$ cat src/rtl/rsa_keygen_ext.sv
// RSA key generator: n = p*q, phi = (p-1)*(q-1), smallest odd e >= E_START coprime to phi,
// and d = e^-1 mod phi via extended Euclid, using a shared iterative restoring divider.
module rsa_keygen_ext #(
  parameter int PW      = 8,
  parameter int E_START = 3,
  localparam int NW     = 2 * PW
) (
  input  logic          clk,
  input  logic          rst_n,
  input  logic [PW-1:0] p,
  input  logic [PW-1:0] q,
  input  logic          start,
  output logic          busy,
  output logic          done,
  output logic          error,
  output logic [NW-1:0] n,
  output logic [NW-1:0] e,
  output logic [NW-1:0] d
);

  localparam int TW = NW + 2;
  localparam int CW = $clog2(NW);

  typedef enum logic [2:0] {
    S_IDLE, S_INIT, S_LOAD, S_DIV, S_UPD, S_CHK, S_FIN
  } state_t;

  state_t                state;
  logic [PW-1:0]         p_r, q_r;
  logic [NW-1:0]         phi;
  logic [NW:0]           cand;
  logic [NW-1:0]         old_r, r;
  logic signed [TW-1:0]  old_t, t;
  logic [NW-1:0]         rem, dq;
  logic [CW-1:0]         cnt;

  logic [NW-1:0]         n_c, phi_c;
  logic                  bad_in;
  logic [NW:0]           shifted, diff;
  logic [NW-1:0]         rem_nx, dq_nx;
  logic signed [TW-1:0]  t_new;
  logic [NW:0]           cand_nx;
  logic [NW-1:0]         d_val;

  // NOTE: every always_comb output gets a value on every path, so no latch is inferred.
  always_comb begin
    n_c     = NW'(p_r) * NW'(q_r);
    phi_c   = (NW'(p_r) - NW'(1)) * (NW'(q_r) - NW'(1));
    bad_in  = (p_r < PW'(2)) || (q_r < PW'(2)) || (phi_c <= NW'(E_START));
    // One restoring-division step: shift the next dividend bit in, subtract if it fits.
    shifted = {rem, dq[NW-1]};
    diff    = shifted - {1'b0, r};
    rem_nx  = diff[NW] ? shifted[NW-1:0] : diff[NW-1:0];
    dq_nx   = {dq[NW-2:0], ~diff[NW]};
    // After NW steps dq holds the quotient and rem equals old_r - quot*r.
    t_new   = old_t - $signed({2'b00, dq}) * t;
    cand_nx = cand + (NW+1)'(2);
    d_val   = NW'((old_t < 0) ? old_t + $signed({2'b00, phi}) : old_t);
  end

  // NOTE: state registers use non-blocking assignments so all updates see pre-edge values.
  always_ff @(posedge clk or negedge rst_n) begin
    if (!rst_n) begin
      state <= S_IDLE;
      busy  <= 1'b0;
      done  <= 1'b0;
      error <= 1'b0;
      n     <= '0;
      e     <= '0;
      d     <= '0;
      p_r   <= '0;
      q_r   <= '0;
      phi   <= '0;
      cand  <= '0;
      old_r <= '0;
      r     <= '0;
      old_t <= '0;
      t     <= '0;
      rem   <= '0;
      dq    <= '0;
      cnt   <= '0;
    end else begin
      done <= 1'b0;
      case (state)
        S_IDLE, S_FIN: begin
          if (start) begin
            p_r   <= p;
            q_r   <= q;
            n     <= '0;
            e     <= '0;
            d     <= '0;
            error <= 1'b0;
            busy  <= 1'b1;
            state <= S_INIT;
          end else begin
            state <= S_IDLE;
          end
        end
        S_INIT: begin
          n   <= n_c;
          phi <= phi_c;
          if (bad_in) begin
            error <= 1'b1;
            done  <= 1'b1;
            busy  <= 1'b0;
            state <= S_FIN;
          end else begin
            cand  <= (NW+1)'(E_START);
            state <= S_LOAD;
          end
        end
        S_LOAD: begin
          old_r <= phi;
          r     <= NW'(cand);
          old_t <= '0;
          t     <= TW'(1);
          rem   <= '0;
          dq    <= phi;
          cnt   <= '0;
          state <= S_DIV;
        end
        S_DIV: begin
          rem <= rem_nx;
          dq  <= dq_nx;
          cnt <= cnt + CW'(1);
          if (cnt == CW'(NW - 1)) state <= S_UPD;
        end
        S_UPD: begin
          old_r <= r;
          r     <= rem;
          old_t <= t;
          t     <= t_new;
          rem   <= '0;
          dq    <= r;
          cnt   <= '0;
          state <= (rem != '0) ? S_DIV : S_CHK;
        end
        S_CHK: begin
          if (old_r == NW'(1)) begin
            d     <= d_val;
            e     <= NW'(cand);
            done  <= 1'b1;
            busy  <= 1'b0;
            state <= S_FIN;
          end else if (cand_nx >= {1'b0, phi}) begin
            error <= 1'b1;
            done  <= 1'b1;
            busy  <= 1'b0;
            state <= S_FIN;
          end else begin
            cand  <= cand_nx;
            state <= S_LOAD;
          end
        end
        default: state <= S_IDLE;
      endcase
    end
  end

endmodule

$ cat config.mk
export PLATFORM = sky130hd
export DESIGN_NAME = rsa_keygen_ext
export DESIGN_NICKNAME = d
export VERILOG_FILES = /design/src/rtl/rsa_keygen_ext.sv
export SDC_FILE = /design/constraint.sdc
export NUM_CORES = 1
export LEC_CHECK = 0
export BUFFER_PORTS_ARGS = -buffer_cell sky130_fd_sc_hd__buf_2
export CELL_PAD_IN_SITES_DETAIL_PLACEMENT = 2
export CELL_PAD_IN_SITES_GLOBAL_PLACEMENT = 2
export CORE_MARGIN = 4
export CORE_UTILIZATION = 30
export DETAILED_ROUTE_END_ITERATION = 8
export GPL_ROUTABILITY_DRIVEN = 1
export PLACE_DENSITY = 0.68
export SYNTH_ARGS = -nofsm -noshare
export SYNTH_HDL_FRONTEND = slang
export SYNTH_SLANG_ARGS = --single-unit
$ cat constraint.sdc
create_clock -name clk -period 7.72 [get_ports clk]
set_clock_uncertainty 0.1 [all_clocks]
set_input_delay 0.386 -clock clk [delete_from_list [all_inputs] [get_ports clk]]
set_output_delay 0.386 -clock clk [all_outputs]
set_load 0.02 [all_outputs]
==> run metrics <==
summed negative setup slack over all endpoints 0 ns; worst path bufs/invs 4; vias in the first global route 19,400; most frequent standard cell in the layout excluding fill and tap cells sky130_fd_sc_hd__nand2_1; insertion delay to the later sink of the worst-skew pair 0.57 ns; synthesized-area fraction occupied by xor and xnor cells 5.54%; Yosys warning total 0; endpoints failing hold 0; final number of max-transition violations 0; CP Capture Type flip-flop; CTS max path bufs 3; dominant combinational cell family by area after synthesis adder cells; Detail Placement HPWL 56.2 mm; Routed WL 72.0 mm; async set-reset flop share out of synthesis 100%; Top Family by Delay on Critical Path adder cells; placed insts 3,249; Syn Nets 2,755; share of final-layout standard cells stronger than drive strength 1 7.92%; die height 274 um; final setup violating endpoints 0; starting density of the core 30.2%; arrival time of the worst setup path 7.62 ns; final cell count without fillers 3,313; adder and majority cell fraction of the synthesized area 32.3%; DR top layer met4; all-layer global routing usage 19.5%; CTS HTree Levels 1; average footprint of a synthesized cell 9.11 um^2; area overhead of the layout relative to synthesis 11.1%; I/O Pins 70; proportion of synthesized area in mux cells 4.21%; required time worst endpoint 8.10 ns; cell-by-cell trace of the critical path inv_1, ha_1, nand2_1, xor2_1, nand2b_1, fa_1, fa_1, inv_1, fa_1, fa_1, inv_1, fa_1, inv_1, ha_1, o21ai_0, o21bai_1, a2111o_1, nand2_1, xor2_1, nand4_1, nor4b_4, nor2_4, a21o_1, a31oi_1; met2 WL post-DR 35.8 mm; die extent in x 274 um; compound-gate portion of the synthesized area 11.0%; fmax 138 MHz; remaining antenna violation count 0; core outline area 70,000 um^2; I/O Buffers 69; initial antenna violation count 0; combined flip-flop and latch cell area 5180 um^2; worst max-slew margin expressed relative to the limit 30.7%; number of remaining DRC errors 0; Fill cells 7,767; setup repair after global routing missed its margin no; DR iter-0 viols 719; Crit path largest cell delay 0.60 ns; type of the worst min-delay path in -> async; number of enable-type register cells in the synthesized netlist 0; flops & latches, synth 207; first-pass GRT wire length 115 mm; number of buffers created by CTS 26; maximum number of pins on one net before global-route repair 95; synthesized area 21,200 um^2; CTS tree yes; M1 WL 31.7 mm; critical path type reg -> reg; simple logic cell fraction of the synthesized area 15.1%; number of cell rows 97; final routed wire length divided by cell count 21.7 um; standard cell with the maximum stage delay on the critical path sky130_fd_sc_hd__xor2_1; max-cap violation count 0; RR Startpoint p_r[1]; Worst Max-Slew Pin Slew 1.04 ns; nets 2,784; clock-pin transition on the worst setup and hold timing paths 0.06 ns; fin crit period 7.24 ns; count of mapped cells out of synthesis 2,325; setup bufs post-CTS 0; timing startpoint of the critical path p_r[1]; Met3 Routed Length 2.05 mm; gr ovfl total 0; sinks on the clock net 207; detailed-routing iteration count for the pre-antenna-repair pass 6; Critical Path Fanout Max 11; commonest non-fill, non-tap cells in the layout 362 x sky130_fd_sc_hd__nand2_1, 294 x sky130_fd_sc_hd__inv_1, 226 x sky130_fd_sc_hd__fa_1; post-synth cell types 62; largest registers in the final layout old_t x18, t x18, cand x17; Clock Root Buffer sky130_fd_sc_hd__clkbuf_16; vias per cell 5.06; status finished clean; Multi-input gate area 14,500 um^2; sequential cell area fraction in the yosys report 24.5%; period utilisation layout 93.7%; Die ar. 74,900 um^2; Routability Congestion 0.853; critical path's most frequent cell sky130_fd_sc_hd__fa_1; Primary FF master, synth sky130_fd_sc_hd__dfrtp_1; via total after detailed routing 16,800; antenna diode instance count 0; WHS 0.308 ns; sort of element at the start of the critical path flip-flop
final timing paths:
path	end	slack, ns	cells after the start
max	cand[13]	0.48	24
max in group asynchronous	old_t[3]	5.73	3
min in group clk	d[3]	0.38	2
max reg2reg	cand[13]	0.48	24
min reg2reg	d[3]	0.38	2
min	rem[10]	0.31	2
per-layer routing:
layer	GRT usage, %	up-vias
met2	34.3	248
met1	25.4	8783
met5	0	-
met3	1.83	109
li1	-	7634
met4	6.00	0
through the flow:
stage	utilization, %	worst slack, ns	instance area [um^2]
after global routing	33.6	0.0320	23500
after CTS	33.6	0.456	23500
after detailed placement	32.2	0.456	22500
after global placement	32.2	0.748	22500
final	33.6	0.483	23500
after floorplan	-	1.17	21200
what timing repair did:
action | in CTS | in global routing
endpoints found under the setup margin | 0 | 5
hold endpoints to repair | 108 | 0
gates resized for setup | 0 | 1
hold buffers | 17 | 0
area by class of cell:
cell class	count	share of cell area, %
Timing Repair Buffer	119	3.29
Clock inverter	8	0.287
Multi-Input combinational cell	1704	61.4
Sequential cell	207	22.0
Inverter	296	4.72
Clock buffer	39	3.27
Tap cell	940	5.00
Yosys cell counts (5+ instances only):
| cell type | instances | area share [%] |
|---|---|---|
| sky130_fd_sc_hd__nand2_1 | 363 | 6.4 |
| sky130_fd_sc_hd__inv_1 | 294 | 5.2 |
| sky130_fd_sc_hd__fa_1 | 226 | 21 |
| sky130_fd_sc_hd__dfrtp_1 | 207 | 24 |
| sky130_fd_sc_hd__ha_1 | 185 | 11 |
| sky130_fd_sc_hd__o21ai_0 | 117 | 2.8 |
| sky130_fd_sc_hd__nor2_1 | 112 | 2.0 |
| sky130_fd_sc_hd__clkbuf_1 | 106 | 1.9 |
| sky130_fd_sc_hd__xnor2_1 | 87 | 3.6 |
| sky130_fd_sc_hd__a21oi_1 | 75 | 1.8 |
| sky130_fd_sc_hd__mux2i_1 | 70 | 3.3 |
| sky130_fd_sc_hd__and2_1 | 66 | 1.9 |
| sky130_fd_sc_hd__nand3_1 | 58 | 1.4 |
| sky130_fd_sc_hd__xor2_1 | 45 | 1.9 |
| sky130_fd_sc_hd__a22o_1 | 26 | 1.1 |
| sky130_fd_sc_hd__nor3_1 | 24 | 0.57 |
| sky130_fd_sc_hd__a21o_1 | 23 | 0.82 |
| sky130_fd_sc_hd__nand2b_1 | 22 | 0.65 |
| sky130_fd_sc_hd__a31oi_1 | 18 | 0.53 |
| sky130_fd_sc_hd__mux2_2 | 17 | 0.90 |
| sky130_fd_sc_hd__o221ai_1 | 16 | 0.66 |
| sky130_fd_sc_hd__o21a_1 | 15 | 0.53 |
| sky130_fd_sc_hd__nor4_1 | 14 | 0.41 |
| sky130_fd_sc_hd__o31ai_1 | 12 | 0.43 |
| sky130_fd_sc_hd__or2_2 | 11 | 0.32 |
| sky130_fd_sc_hd__nand4_1 | 10 | 0.30 |
| sky130_fd_sc_hd__o21bai_1 | 9 | 0.32 |
| sky130_fd_sc_hd__and3_1 | 8 | 0.24 |
| sky130_fd_sc_hd__buf_1 | 8 | 0.14 |
| sky130_fd_sc_hd__nor2b_1 | 8 | 0.24 |
| sky130_fd_sc_hd__a211oi_1 | 6 | 0.21 |
| sky130_fd_sc_hd__a211o_1 | 5 | 0.21 |
| sky130_fd_sc_hd__o31a_1 | 5 | 0.21 |
cells by family (layout without fill, tap and decap cells):
logic type,count (synthesis),in the layout
and+or+nand+nor,711,711
buffers and inverters,414,462
adders and majority gates,411,411
AOI/OAI and AO/OA,362,362
DFF,207,207
xor gates and xnor gates,133,133
muxes,87,87
Power is left out: the tool's default activity adds up to more than one toggle a clock period on the data nets, which glitch-free logic cannot reach.
